`config.mk`:
```
export PLATFORM = sky130hd
export DESIGN_NAME = bcd_scan_counter
export DESIGN_NICKNAME = d
export VERILOG_FILES = /design/src/rtl/bcd_scan_counter.sv
export SDC_FILE = /design/constraint.sdc
export NUM_CORES = 1
export LEC_CHECK = 0
export BUFFER_PORTS_ARGS = -buffer_cell sky130_fd_sc_hd__buf_2
export CAP_MARGIN = 0
export CORE_ASPECT_RATIO = 0.75
export CORE_UTILIZATION = 55
export DETAILED_ROUTE_END_ITERATION = 10
export PLACE_DENSITY = 0.86
export SETUP_SLACK_MARGIN = 0.1
export SLEW_MARGIN = 30
export SYNTH_ARGS = -nofsm -noshare
export SYNTH_HDL_FRONTEND = slang
export SYNTH_SLANG_ARGS = --single-unit
```
`constraint.sdc`:
```
create_clock -name clk -period 2.7 [get_ports clk]
set_clock_uncertainty 0.2 [all_clocks]
set_input_delay 0.27 -clock clk [delete_from_list [all_inputs] [get_ports clk]]
set_output_delay 0.27 -clock clk [all_outputs]
set_load 0.005 [all_outputs]
```
`src/rtl/bcd_scan_counter.sv`:
```
// Four-digit BCD up/down counter with a registered, time-multiplexed digit scanner.
// Define BCD_SCAN_BLANK_EN to blank leading-zero digits above index 0.
module bcd_scan_counter #(
  parameter int PRESCALE = 4,
  parameter int SCAN_DIV = 2,
  parameter int DP_POS   = 2
) (
  input  logic        clk,
  input  logic        rst_n,
  input  logic        en,
  input  logic        up_dn,
  input  logic        clear,
  input  logic        load,
  input  logic [15:0] load_val,
  output logic        w,
  output logic        x,
  output logic        y,
  output logic        z,
  output logic        dp,
  output logic [3:0]  digit_sel,
  output logic        wrap
);

  localparam int PW = (PRESCALE > 1) ? $clog2(PRESCALE) : 1;
  localparam int SW = (SCAN_DIV > 1) ? $clog2(SCAN_DIV) : 1;
  localparam logic [PW-1:0] P_LAST = PW'(PRESCALE - 1);
  localparam logic [SW-1:0] S_LAST = SW'(SCAN_DIV - 1);

  logic [PW-1:0] presc_q, presc_d;
  logic [15:0]   cnt_q, cnt_d;
  logic          wrap_q, wrap_d;
  logic [SW-1:0] sdiv_q, sdiv_d;
  logic [1:0]    idx_q, idx_d;
  logic [3:0]    code_q, code_d;
  logic [3:0]    sel_q, sel_d;
  logic          dp_q, dp_d;
  logic          tick;
  logic [3:0]    zhi;

  function automatic logic [15:0] sat_load(input logic [15:0] v);
    logic [15:0] r;
    r = v;
    for (int i = 0; i < 4; i++) begin
      if (v[4*i +: 4] > 4'd9) r[4*i +: 4] = 4'd9;
    end
    return r;
  endfunction

  // Ripple carry/borrow through the four decades.
  function automatic logic [15:0] bcd_step(
    input logic [15:0] v,
    input logic        up
  );
    logic [15:0] r;
    logic        c;
    r = v;
    c = 1'b1;
    for (int i = 0; i < 4; i++) begin
      if (c) begin
        if (up) begin
          if (v[4*i +: 4] == 4'd9) begin
            r[4*i +: 4] = 4'd0;
          end else begin
            r[4*i +: 4] = v[4*i +: 4] + 4'd1;
            c = 1'b0;
          end
        end else begin
          if (v[4*i +: 4] == 4'd0) begin
            r[4*i +: 4] = 4'd9;
          end else begin
            r[4*i +: 4] = v[4*i +: 4] - 4'd1;
            c = 1'b0;
          end
        end
      end
    end
    return r;
  endfunction

  assign tick = en && (presc_q == P_LAST);

  always_comb begin
    presc_d = presc_q;
    cnt_d   = cnt_q;
    wrap_d  = 1'b0;
    if (clear) begin
      presc_d = '0;
      cnt_d   = '0;
    end else if (load) begin
      presc_d = '0;
      cnt_d   = sat_load(load_val);
    end else if (tick) begin
      presc_d = '0;
      cnt_d   = bcd_step(cnt_q, up_dn);
      wrap_d  = up_dn ? (cnt_q == 16'h9999)
                      : (cnt_q == 16'h0000);
    end else if (en) begin
      presc_d = presc_q + 1'b1;
    end
  end

  always_comb begin
    sdiv_d = sdiv_q + 1'b1;
    idx_d  = idx_q;
    if (sdiv_q == S_LAST) begin
      sdiv_d = '0;
      idx_d  = idx_q + 2'd1;
    end
  end

  // zhi[i]: digit i and every digit above it are zero.
  always_comb begin
    zhi[3] = (cnt_q[15:12] == 4'd0);
    zhi[2] = zhi[3] && (cnt_q[11:8] == 4'd0);
    zhi[1] = zhi[2] && (cnt_q[7:4] == 4'd0);
    zhi[0] = 1'b0;
  end

  // Display registers describe the upcoming slot using the pre-edge count.
  always_comb begin
    code_d = cnt_q[{idx_d, 2'b00} +: 4];
    sel_d  = 4'b0001 << idx_d;
    dp_d   = (int'(idx_d) == DP_POS);
`ifdef BCD_SCAN_BLANK_EN
    if (zhi[idx_d]) begin
      code_d = 4'd0;
      sel_d  = 4'b0000;
    end
`endif
  end

  always_ff @(posedge clk or negedge rst_n) begin
    if (!rst_n) begin
      presc_q <= '0;
      cnt_q   <= '0;
      wrap_q  <= 1'b0;
      sdiv_q  <= '0;
      idx_q   <= 2'd0;
      code_q  <= 4'd0;
      sel_q   <= 4'b0001;
      dp_q    <= (DP_POS == 0);
    end else begin
      presc_q <= presc_d;
      cnt_q   <= cnt_d;
      wrap_q  <= wrap_d;
      sdiv_q  <= sdiv_d;
      idx_q   <= idx_d;
      code_q  <= code_d;
      sel_q   <= sel_d;
      dp_q    <= dp_d;
    end
  end

`ifndef BCD_SCAN_BLANK_EN
  logic unused_zhi;
  assign unused_zhi = ^zhi;
`endif

  assign {w, x, y, z} = code_q;
  assign dp           = dp_q;
  assign digit_sel    = sel_q;
  assign wrap         = wrap_q;

endmodule

```
Word level (Yosys, flattened, before mapping) --
Index checks and enable logic that the tools add are counted. Widths: inputs -> output; s select.
Word-level totals: bits in registers 31, latch bits 0, RAM bits 0, memory bits (read-only) 0, memories kept 0
Cells by class: add/subtract/negate cells 11, $mul 0, div/mod/pow operators 0, magnitude comparators 4, eq/ne operators 7, shifts and indexed selects 2, multiplexer cells 52, bitwise operators 0, reduce and logical (&&, ||, !) cells 14
Operators with widths (number):
- $mux 4 | 19
- $mux 16 | 3
- $mux 1 | 25
- $add 4x1->4 const B | 4
- $eq 16x16->1 const B | 1
- $eq 4x4->1 const B | 4
- $gt 4x4->1 const B | 4
- $logic_not 16->1 | 1
- $logic_not 4->1 | 4
- $shiftx 16x5->4 | 1
- $sub 4x1->4 const B | 4
- $reduce_bool 3->1 | 4
- $mux 2 | 5
- $reduce_and 2->1 | 3
- $add 2x1->2 const B | 2
- $eq 2x2->1 const B | 2
- $reduce_bool 4->1 | 1
- $shl 1x2->4 const A | 1
- $add 1x1->1 const B | 1
- $logic_and 1x1->1 | 1

Logic depth before layout (Yosys ltp) --
word-level depth 18, mapped depth 8, mapped depth without buffers 7

Least setup slack after synthesis --
No wires, ideal clock.
path kind register to register, start point reg cnt_q[0], end point reg cnt_q[15], setup time 0.090 ns, arrival 1.905 ns, required time 2.410 ns, path slack 0.505 ns, cell stages (with the launch flop) 9, path buffers 1, cell sequence dfrtp_1 > inv_1 > ha_1 > nor4b_4 > o21a_1 > and3_1 > buf_2 > or4b_1 > o221ai_1
On the way: cells in the longest elaborated chain, start to end 16, elaborated cells on any way between the ends 18
RTL lines:
- start, declared | RTL line 30 | logic [15:0] cnt_q, cnt_d;
- start signal, assigned | RTL line 144 | cnt_q <= cnt_d;
- $eq 4x4->1 / $logic_not 4->1 (equally long branches) | RTL line 61, 68
- $mux 1, on equally long branches | RTL line 61, 68
- $mux 1 * | RTL line 60 | if (up) begin
- $mux 1 * | RTL line 92 | end else if (tick) begin
- $mux 1 * | RTL line 89 | end else if (load) begin
- $mux 1 * | RTL line 86 | if (clear) begin
- $mux 1 * | RTL line 59 | if (c) begin
- $mux 1 * | RTL line 92
- $mux 1 * | RTL line 89
- $mux 1 * | RTL line 86
- $mux 1 * | RTL line 59
- $mux 1 * | RTL line 92
- $mux 1 * | RTL line 89
- $mux 1 * | RTL line 86
- $reduce_bool 3->1 (no line) *
- $reduce_and 2->1 (no line) *
Every way passes the cells marked *; elsewhere a longest branch is shown, timed or not. The select of a mux whose other input is x is not followed. A chain may end at the register's enable or synchronous reset.

Final worst setup path --
start point reg cnt_q[1], end point reg cnt_q[5]
On the way: cells in the longest elaborated chain, start to end 8, elaborated cells on any way between the ends 10
RTL lines (RTL line):
- $eq 4x4->1 / $logic_not 4->1 (equally long branches) | 61, 68
- $mux 1, on equally long branches | 61, 68
- $mux 1 * | 60
- $mux 1 * | 92
- $mux 1 * | 89
- $mux 1 * | 86
- $reduce_bool 3->1 (no line) *
- $reduce_and 2->1 (no line) *
Marks and branches as above.

==> impl_metrics.json <==
{
  "period_share_pct": 87.9,
  "drive_gt1_share_pct": 14.6,
  "n_antenna_cell": 0,
  "die_x_um": 77.4,
  "timing.rr.start": "cnt_q[1]",
  "antenna_found_initial": 0,
  "fmax_ghz": 0.421,
  "final_cell_mix": "buf_2 (31), dfrtp_1 (29), nor2_1 (23)",
  "pin_count": 32,
  "vdd_drop_max_v": 0.000331,
  "maxCapViolCount": 0,
  "areaGrowthSynthToFinish_pct": 10.8,
  "cp-startpoint": "cnt_q[1]",
  "dpl_worst_slack_ns": 0.345,
  "cts_inserted_buffers": 5,
  "dr.pass1.iters": 5,
  "vias": 2258,
  "grt_pass1_wl_um": 9230,
  "cts_tree": "done",
  "clk_latency_ns": 0.28,
  "hp-class": "input pin to flop",
  "ys_ff_latch": 30,
  "dpl.hpwl_um": 4200,
  "yosys_warnings": 0,
  "fp.dieH_um": 58.6,
  "ys_seq_area_share_pct": 32.1,
  "post_synth_num_cell_types": 55,
  "timing.final.crit_period_ns": 2.37,
  "power.density_mw_per_mm2": 421,
  "coreArea_mm2": 0.00408,
  "wl_per_cell_um": 16.0,
  "synth_enable_flop_cells": 0,
  "drc": 0,
  "dieArea_mm2": 0.00453,
  "clock_sinks": 30,
  "rows": 20,
  "crit_arrival_ns": 2.37,
  "synth_flop_cell": "dfrtp_1",
  "clockRootBuffer": "clkbuf_8",
  "htreeDepth": 2,
  "p_leak_uw": 0.00115,
  "initial_utilization_pct": 57.5,
  "worstSetupStartpointType": "flop",
  "drt-initial-drc-count": 272,
  "cp_max_fo": 6,
  "p_total_uw": 1100,
  "finalMaxSlewViolations": 0,
  "rsz0062_at_grt": "no",
  "detail-route-antenna-nets": 0,
  "vias_per_cell": 6.34,
  "cts_buffer_depth": 2,
  "layout.nets": 336,
  "async_flop_share_pct": 100,
  "synth_area_mm2": 0.00235,
  "grt_max_degree": 31,
  "status": "finished, final reports clean",
  "io_buffers": 31,
  "crit_type": "flop to flop",
  "grt.overflow.total": 0,
  "totalWireLength_um": 5700,
  "tns_ns": 0,
  "grt_pass1_vias": 1949,
  "clk_pin_slew_worst_paths_ns": 0.06,
  "syn_inst": 277,
  "slew_headroom_pct": 55.6,
  "synth_nets": 313,
  "final_common_cell": "buf_2",
  "end_kind": "flop",
  "fin_ws_ns": 0.326,
  "hold_path_startpoint": "load_val[4]",
  "setup_violations": 0,
  "gp_congestion": 1.01,
  "track_usage_pct": 26.3,
  "worst_pin_slew_ns": 0.666,
  "required_ns": 2.69,
  "final_hold_viol_count": 0,
  "avgSynthCellArea_um2": 8.47
}
[where the power goes]
group          total, uW  internal (uW)  leakage [uW]  switching, uW
combinational        215           89.4      0.000706            126
sequential           503            468      0.000395           34.5
clock                377            208     0.0000455            169
[cells by family after synthesis]
| family | share of synthesized area [%] |
|---|---|
| compound gates | 25.5 |
| mux | 3.84 |
| xor+xnor | 1.49 |
| flops | 32.1 |
| simple gates | 22.9 |
| buf+inv | 6.67 |
| fa+ha+maj | 7.47 |
[area by class of cell]
type | count | area [um^2]
fillers | 342 | 1480
multi-input cells | 210 | 1440
flip-flops and latches | 30 | 752
repair buffers | 34 | 180
clock buffers | 8 | 90.1
inverters | 19 | 71.3
well taps | 55 | 68.8
[registers in the layout, summed over array words and instances, names as in the netlist]
signal and cells:
presc_q 2, idx_q 2, digit_sel 3, code_q 4
sdiv_q 1, cnt_q 16, dp 1, wrap 1
[Yosys cell counts, types with 2 or more instances]
library cell	number	area (um^2)
ha_1	14	175
o21ai_0	8	40.0
nor2_1	23	86.3
o22ai_1	3	18.8
nand4_1	2	12.5
buf_2	5	25.0
and2_1	3	18.8
o311ai_1	2	17.5
nand2b_1	10	62.6
a221oi_1	3	26.3
or4b_1	2	20.0
and3_1	3	18.8
o211ai_1	2	15.0
a31oi_1	5	31.3
or4_1	3	22.5
mux2i_1	9	90.1
clkbuf_1	11	41.3
o21ai_1	3	15.0
a41oi_1	2	17.5
dfrtp_1	29	726
a311oi_1	5	43.8
a21oi_1	19	95.1
inv_1	19	71.3
o31ai_1	3	22.5
nor3_1	9	45.0
a211oi_1	7	52.6
nor2b_1	9	56.3
nand4b_1	4	35.0
nand3_1	6	30.0
o221ai_1	3	26.3
xor2_1	3	26.3
nand2_1	17	63.8
a2111oi_0	2	17.5
o21a_1	4	30.0
o311a_1	2	20.0
o21bai_1	3	22.5
o2111ai_1	2	17.5
[final timing paths]
path	endpoint	slack [ns]	cells after the start
worst max-delay path	cnt_q[5]	0.33	7
worst min-delay path	cnt_q[4]	0.05	3
worst max register to register	cnt_q[5]	0.33	7
worst min register to register	presc_q[1]	0.34	2
max in group asynchronous	presc_q[1]	1.51	2
min in group asynchronous	digit_sel[1]	0.35	2
[per-stage QoR]
step	area, um^2	hold slack (ns)	util, %	instances
3_3_place_gp	2500	0.147	61.3	347
3_5_place_dp	2500	0.149	61.3	347
5_1_grt	2600	0.0630	63.7	356
6_report	2600	0.0525	63.7	356
2_1_floorplan	2350	-0.226	-	277
4_1_cts	2600	0.0586	63.7	356
[layer usage]
| layer | global-route usage [%] | vias to the layer above | part of all wire (%) |
|---|---|---|---|
| met1 | 39.4 | 1065 | 48 |
| met4 | 6.74 | 0 | 0.77 |
| met5 | 0 | - | 0 |
| met2 | 38.7 | 113 | 43 |
| met3 | 5.12 | 8 | 8.8 |
| li1 | - | 1072 | - |
[worst max-delay path: stages (launching register included)]
cell and delay [ns]:
dfrtp_1 0.44, inv_1 0.17, ha_1 0.24, nor4b_4 0.33, o21ai_2 0.16, a2111oi_0 0.42
a211oi_1 0.12, a211oi_1 0.22
[repair_timing]
item / CTS / global route
buffers inserted: 0 / 0
endpoints found under the hold margin: 29 / 0
hold buffers: 1 / 0
resized for setup: 0 / 0
(Power assumes the default switching activity.)
